==> src/rtl/n64_resp_rx.sv <==
// n64_resp_rx: decodes the N64 controller's pulse-width reply into an NBITS word, reporting valid/err pulses.
// Define N64_RX_SYNC_EN to add a two-flop din synchronizer (+2 cycles pin-to-decode); no backpressure, results are pulses.
module n64_resp_rx #(
   parameter int NBITS       = 32,
   parameter int SAMPLE_CYC  = 2,
   parameter int TIMEOUT_CYC = 8
) (
   input  logic             clk,
   input  logic             rst,
   input  logic             din,
   input  logic             arm,
   output logic [NBITS-1:0] data,
   output logic             valid,
   output logic             err,
   output logic [1:0]       err_code,
   output logic             busy
);
   localparam int TW = $clog2(TIMEOUT_CYC + 1);
   localparam int BW = $clog2(NBITS + 1);
   localparam logic [TW-1:0] TMR_MAX   = TW'(TIMEOUT_CYC);
   localparam logic [TW-1:0] TMR_SMP   = TW'(SAMPLE_CYC);
   localparam logic [BW-1:0] BCNT_FULL = BW'(NBITS);

   typedef enum logic [2:0] {
      IDLE, WAIT_FALL, SAMPLE, WAIT_HIGH, STOP_FALL, STOP_HIGH
   } state_t;

   state_t           state, state_nx;
   logic [NBITS-1:0] sr, sr_nx, data_nx;
   logic [BW-1:0]    bcnt, bcnt_nx;
   logic [TW-1:0]    tmr, tmr_nx, tmr_inc;
   logic             valid_nx, err_nx;
   logic [1:0]       code_nx;
   logic             d, d_prev, fall;

`ifdef N64_RX_SYNC_EN
   logic sync1, sync2;
   always_ff @(posedge clk) begin
      if (rst) begin
         sync1 <= 1'b1;
         sync2 <= 1'b1;
      end else begin
         sync1 <= din;
         sync2 <= sync1;
      end
   end
   assign d = sync2;
`else
   assign d = din;
`endif

   assign fall    = d_prev & ~d;
   assign tmr_inc = (tmr == TMR_MAX) ? tmr : tmr + TW'(1);
   // Keep busy up through the result pulse so it drops the cycle after valid/err.
   assign busy    = (state != IDLE) | valid | err;

   always_ff @(posedge clk) begin
      if (rst) begin
         state    <= IDLE;
         sr       <= '0;
         bcnt     <= '0;
         tmr      <= '0;
         data     <= '0;
         valid    <= 1'b0;
         err      <= 1'b0;
         err_code <= 2'b00;
         d_prev   <= 1'b1;
      end else begin
         state    <= state_nx;
         sr       <= sr_nx;
         bcnt     <= bcnt_nx;
         tmr      <= tmr_nx;
         data     <= data_nx;
         valid    <= valid_nx;
         err      <= err_nx;
         err_code <= code_nx;
         d_prev   <= d;
      end
   end

   always_comb begin
      state_nx = state;
      sr_nx    = sr;
      bcnt_nx  = bcnt;
      tmr_nx   = tmr_inc;
      data_nx  = data;
      valid_nx = 1'b0;
      err_nx   = 1'b0;
      code_nx  = err_code;
      case (state)
         IDLE: begin
            tmr_nx = '0;
            if (arm) begin
               state_nx = WAIT_FALL;
               bcnt_nx  = '0;
               sr_nx    = '0;
            end
         end
         WAIT_FALL: begin
            if (fall) begin
               // The fall-detect cycle itself counts as tmr=0.
               state_nx = SAMPLE;
               tmr_nx   = TW'(1);
            end else if (tmr == TMR_MAX) begin
               state_nx = IDLE;
               err_nx   = 1'b1;
               code_nx  = (bcnt == '0) ? 2'b01 : 2'b10;
            end
         end
         SAMPLE: begin
            if (tmr == TMR_SMP) begin
               sr_nx    = {sr[NBITS-2:0], d};
               bcnt_nx  = bcnt + BW'(1);
               state_nx = WAIT_HIGH;
               tmr_nx   = '0;
            end
         end
         WAIT_HIGH: begin
            if (d) begin
               state_nx = (bcnt == BCNT_FULL) ? STOP_FALL : WAIT_FALL;
               tmr_nx   = '0;
            end else if (tmr == TMR_MAX) begin
               state_nx = IDLE;
               err_nx   = 1'b1;
               code_nx  = 2'b11;
            end
         end
         STOP_FALL: begin
            if (fall) begin
               state_nx = STOP_HIGH;
               tmr_nx   = '0;
            end else if (tmr == TMR_MAX) begin
               state_nx = IDLE;
               err_nx   = 1'b1;
               code_nx  = 2'b10;
            end
         end
         STOP_HIGH: begin
            if (d) begin
               state_nx = IDLE;
               data_nx  = sr;
               valid_nx = 1'b1;
               code_nx  = 2'b00;
            end else if (tmr == TMR_MAX) begin
               state_nx = IDLE;
               err_nx   = 1'b1;
               code_nx  = 2'b11;
            end
         end
         default: state_nx = IDLE;
      endcase
   end
endmodule

==> config.mk <==
export PLATFORM = sky130hd
export DESIGN_NAME = n64_resp_rx
export DESIGN_NICKNAME = d
export VERILOG_FILES = /design/src/rtl/n64_resp_rx.sv
export SDC_FILE = /design/constraint.sdc
export NUM_CORES = 1
export LEC_CHECK = 0
export BUFFER_PORTS_ARGS = -buffer_cell sky130_fd_sc_hd__buf_2
export CAP_MARGIN = 0
export CORE_MARGIN = 2
export CORE_UTILIZATION = 54
export CTS_BUF_LIST = sky130_fd_sc_hd__clkbuf_8
export DETAILED_ROUTE_END_ITERATION = 12
export PLACE_DENSITY = 0.81
export SLEW_MARGIN = 20
export SYNTH_ARGS = -nofsm -noshare
export SYNTH_HDL_FRONTEND = slang
export SYNTH_SLANG_ARGS = --single-unit
==> constraint.sdc <==
create_clock -name clk -period 2.2 [get_ports clk]
set_clock_uncertainty 0.05 [all_clocks]
set_input_delay 0.44 -clock clk [delete_from_list [all_inputs] [get_ports clk]]
set_output_delay 0.44 -clock clk [all_outputs]
set_load 0.05 [all_outputs]
==> run metrics, run 1 <==
status=finished clean; FP Rows=28; commonest non-fill, non-tap cell in the layout=dfxtp_1; ys flop type=dfxtp_1; GRT Total Usage=a little over a fifth; setup TNS=0 ps; clock sink count=between 80 and 90; Final Setup Violations=0; IO Port Bufs=40; Initial Util=55.5%; Crit path required time=2450 ps; Die X=81.8 um; CTS clock-pin slew for the worst setup and hold paths=about 80 ps; clock root cell=clkbuf_8; Critical Path AT=2350 ps; hold path depth=2; CP top delay family=simple AND/OR/NAND/NOR gates; slowest stage delay, CP=roughly 500 ps; critical path class=reg -> reg; clk buf depth=2; initial antenna violation count=0; share of cells above drive strength 1=19.4%; DRC viols=0; area delta synth->final=17.6%; max cap viols=0; RSZ-0062 raised after global routing=false; gpl congestion=0.910; first-pass iteration count of the detailed router=5; final antenna-violating net count=0; CP cell instances=inv_1 -> ha_1 -> or3b_4 -> buf_4 -> a22o_4 -> or4_1 -> a21oi_1; Comb pwr share=8.0%; via count=2871; Post-Route WL=6.79 mm; Net Count, Synth=401; Internal=2140 uW; die footprint=6690 um^2; 1st-iter DRT viols=133; grt ovf=0; sequential power share=52.4%; nets=about 440; switch share=between 20 and 30%; startpoint types=flop; dpl ws=between 90 and 100 ps; Num CTS Buffers=9; largest net degree at the start of global routing=33; critical path peak fanout=4; Routed wire per std cell=13.3 um; Mapped Cells=392; Hold Crit Class=reg -> reg; die height=about 82 um; Slew HR=65.3%; Cell Pwr Density=749 nW/um^2; Syn. warnings=0; synthesized area per cell=8.33 um^2; R2R cell count=7; Mapped Area=approximately 3300 um^2; DR vias/cell=5.64; Slowest cell on crit path=or4_1; vias in the first global route=around 2.5k; antenna cell count=0; Distinct cells, synth=41; Pleak=0.00148 uW; Yosys reg bits=just over 80; Crit path buffers/inverters=2; sw power=736 uW; H-tree depth=3; fmax=475 MHz; Post-synth EDFFs=0; final hold vios=0; CP Capture Type=flop; CTS tree=yes; Tcrit/Tclk final=between 90 and 100%; most frequent cells in the layout=dfxtp_1 (82), nand2_1 (77), a21oi_1 (43); stages on the worst setup path=7; # hold bufs at CTS=0; clock network power share=39.6%; fill count=485; post-route setup slack=92.9 ps; Async S/R FF share, synth=0%; Seq/Total Area, Yosys=50.2%; worst-skew pair later-pin latency=about 360 ps; Detail Placement HPWL=around 4.5 mm; post-route insts no fill=roughly 500; fin. max-slew vios=0; io pins=41; worst ir drop on vdd=0.477 mV; area taken by flip-flops and latches=1640 um^2; DP Cell Count=493; min Tclk post-route=2110 ps; CORE AREA=slightly below 6000 um^2; first-pass GRT wire length=between 10 and 15 mm; worst-margin pin slew=516 ps; Multi-input gate area=1510 um^2
## Yosys cell counts, types with 2 or more instances
cell type / instances / share of area [%]
dfxtp_1: 82 / 50
nand2_1: 77 / 8.8
a21oi_1: 43 / 6.6
nor2_1: 41 / 4.7
a22oi_1: 34 / 7.8
clkbuf_1: 25 / 2.9
inv_1: 11 / 1.3
o21ai_0: 8 / 1.2
nor3_1: 7 / 1.1
ha_1: 5 / 1.9
buf_2: 4 / 0.61
a21o_1: 3 / 0.69
nand2b_1: 3 / 0.57
nand3_1: 3 / 0.46
nand3b_1: 3 / 0.69
nor2b_1: 3 / 0.57
nor4_1: 3 / 0.57
o21a_1: 3 / 0.69
o31ai_1: 3 / 0.69
xnor2_1: 3 / 0.80
a22o_1: 2 / 0.54
a31oi_1: 2 / 0.38
nand4_1: 2 / 0.38
nor3b_1: 2 / 0.46
o211ai_1: 2 / 0.46
or2_2: 2 / 0.38
or3b_2: 2 / 0.54
## worst min-delay path, cell delays in order (launching register included)
cell and delay (ps):
dfxtp_1 310, nand2_1 50, a21oi_1 50
## cell type report
class	instances	area share, %
multi-input cells	270	39.2
inverters	11	1.07
clock inverters	6	1.89
repair buffers	55	9.12
clock buffers	10	3.58
well taps	75	2.44
flip-flops and latches	82	42.7
## power groups by stage
stage	logic [uW]	clock network [uW]	registers [uW]
2_1_floorplan	166	0	1530
3_3_place_gp	217	0	1540
3_5_place_dp	222	0	1540
4_1_cts	224	1160	1510
5_1_grt	253	1220	1510
6_report	230	1140	1510
## registers in the layout, indices dropped and copies added, names as in the netlist
| name | count |
|---|---|
| d_prev | 1 |
| err_code | 2 |
| valid | 1 |
| state | 3 |
| err | 1 |
| sr | 32 |
| data | 32 |
| bcnt | 6 |
| tmr | 4 |
## kinds of logic (layout without fill, tap and decap cells)
group                    count (synthesis)  count (layout)  synth area share [%]
AO/OA/AOI/OAI                          106             106                  20.9
XOR/XNOR                                 4               4                  1.07
adder cells (fa/ha/maj)                  5               5                  1.91
buffers and inverters                   40              82                  4.75
flip-flops                              82              82                  50.2
AND/OR/NAND/NOR                        155             155                  21.1
## stage by stage
| stage | power [uW] | utilization (%) | instance area, um^2 | hold slack (ps) |
|---|---|---|---|---|
| after floorplan | 1700 | - | 3270 | 382 |
| after global placement | 1760 | 61.3 | 3610 | 390 |
| after detailed placement | 1760 | 61.3 | 3610 | 394 |
| after CTS | 2890 | 64.9 | 3820 | 406 |
| after global routing | 2990 | 65.3 | 3840 | 418 |
| final | 2880 | 65.3 | 3840 | 403 |
## what timing repair did
action | CTS | global route
buffers inserted | 0 | 0
setup endpoints to repair | 0 | 9
resized for setup | 0 | 4
## worst paths after layout
| check | from | end | slack (ps) |
|---|---|---|---|
| max | tmr[0] | bcnt[4] | 90 |
| min | data[12] | data[12] | 400 |
| max reg2reg | tmr[0] | bcnt[4] | 90 |
| min reg2reg | data[12] | data[12] | 400 |
## metal layers
metal / global-route usage (%) / vias to the layer above / share of wire (%)
li1: - / 1424 / -
met1: 27.8 / 1337 / 45
met2: 33.5 / 96 / 48
met3: 5.05 / 14 / 5.5
met4: 10.3 / 0 / 1.7
met5: 0 / - / 0
Note: power is estimated with default switching activity, not from simulation.
==> inputs of run 2 (changes only) <==
--- a/config.mk
+++ b/config.mk
@@ -11,7 +11,9 @@
 export CORE_UTILIZATION = 54
 export CTS_BUF_LIST = sky130_fd_sc_hd__clkbuf_8
 export DETAILED_ROUTE_END_ITERATION = 12
+export GPL_ROUTABILITY_DRIVEN = 0
 export PLACE_DENSITY = 0.81
+export SETUP_SLACK_MARGIN = 0.15
 export SLEW_MARGIN = 20
 export SYNTH_ARGS = -nofsm -noshare
 export SYNTH_HDL_FRONTEND = slang
==> run metrics, run 2 (synthesis results as in run 1) <==
Cell Pwr Density=732 nW/um^2; GRT Total Usage=between 20% and 30%; Routed wire per std cell=14.5 um; critical path peak fanout=6; io pins=41; met1 usage=28.0%; Num CTS Buffers=9; startpoint types=flop; DR vias/cell=5.66; FP Rows=28; share of cells above drive strength 1=25.6%; Final Total Pwr=2960 uW; 1st-iter DRT viols=127; commonest non-fill, non-tap cell in the layout=dfxtp_1; met2 GRT Util=between 30% and 40%; clock root cell=clkbuf_8; initial antenna violation count=0; CTS clock-pin slew for the worst setup and hold paths=90 ps; Final Util=68.7%; CORE AREA=5890 um^2; grt ovf=0; Detail Placement HPWL=4.50 mm; CTS tree=yes; Post-Route WL=7.49 mm; Slew HR=66.8%; critical path class=reg -> reg; max cap viols=0; H-tree depth=3; Pleak=between 0.0015 and 0.002 uW; GR peak layer=met2; die footprint=between 6000 and 7000 um^2; vias in the first global route=2457; Critical Path AT=2300 ps; die height=between 80 and 90 um; setup TNS=0 ps; CP cell instances=inv_2 -> ha_1 -> or3b_4 -> a2111o_2 -> clkbuf_16 -> a22oi_1 -> nor2_1; fin. max-slew vios=0; Hold Crit Start=data[8]; fmax=around 470 MHz; min Tclk post-route=2110 ps; # hold bufs at CTS=0; final hold vios=0; first-pass GRT wire length=11.1 mm; largest net degree at the start of global routing=33; worst-margin pin slew=493 ps; antenna cell count=0; Crit path required time=2390 ps; status=finished clean; Reg2Reg Launch Point=tmr[0]; most frequent cells in the layout=dfxtp_1 (80), nand2_1 (77), a21oi_1 (43); Hold Crit Class=reg -> reg; Slowest cell on crit path=a2111o_2; area delta synth->final=23.7%; Tcrit/Tclk final=approximately 96%; nets=445; met3 Use GR=5.05%; Largest regs=data: 32 flops, sr: 32 flops, bcnt: 6 flops; clock sink count=82; Die X=81.8 um; Final Setup Violations=0; IO Port Bufs=40; Initial Util=a little under three fifths; worst-skew pair later-pin latency=360 ps; DRC viols=0; worst ir drop on vdd=0.489 mV; CP Capture Type=flop; slowest stage delay, CP=600 ps; Worst setup startpoint=tmr[0]; RSZ-0062 raised after global routing=true; via count=2921; clk buf depth=2; final antenna-violating net count=0; first-pass iteration count of the detailed router=4
## run 2: changes by cell type in the layout (fill, tap and decap cells not counted), sizes merged
cell | previous run | this run
a2111o | 1 | 2
buf | 55 | 59
clkbuf | 10 | 12
## run 2: per-stage QoR
step / hold WS [ps] / setup WS (ps) / area [um^2] / cells
global route: 418 / 4.78 / 4040 / 516
CTS: 406 / 154 / 3840 / 510
global placement: 390 / 151 / 3610 / 493
detailed placement: 394 / 97.7 / 3610 / 493
finish: 405 / 89.0 / 4040 / 516
floorplan: 382 / 171 / 3270 / 392
## run 2: worst paths after layout
kind / to / slack (ps) / cells past startpoint
max: sr[19] / 90 / 7
min: data[8] / 410 / 2
max reg2reg: sr[19] / 90 / 7
min reg2reg: data[8] / 410 / 2
## run 2: what timing repair did
item / in CTS / in global routing
resized for setup: 4 / 25
buffers inserted: 1 / 1
pin swaps: 2 / 23
endpoints found under the setup margin: 34 / 35
cloned: 0 / 5
## run 2: cell type report
cell class                 instances  area (um^2)
multi-input combinational        271         1610
timing repair buffer              61          439
inverter                          11         41.3
sequential                        82         1640
clock buffer                      10          138
fill                             443         1840
tap                               75         93.8
clock inverter                     6         72.6
## run 2: power by group
| group | leakage, uW | switching (uW) | internal (uW) | total, uW |
|---|---|---|---|---|
| logic | 0.000765 | 178 | 123 | 301 |
| registers | 0.000662 | 15.4 | 1490 | 1510 |
| clock network | 0.000109 | 577 | 571 | 1150 |
## run 2: metal layers
metal	vias to the layer above	wire length [um]
li1	1443	-
met2	86	3650
met3	10	367
met1	1382	3360
met4	0	116
met5	-	0
## run 2: critical path: cells and delay by family (launching register included)
family	cells	cell delay, ps
AO/OA/AOI/OAI	2	780
adder cells (fa/ha/maj)	1	130
AND/OR/NAND/NOR	2	460
buffers and inverters	2	260
flip-flops	1	330
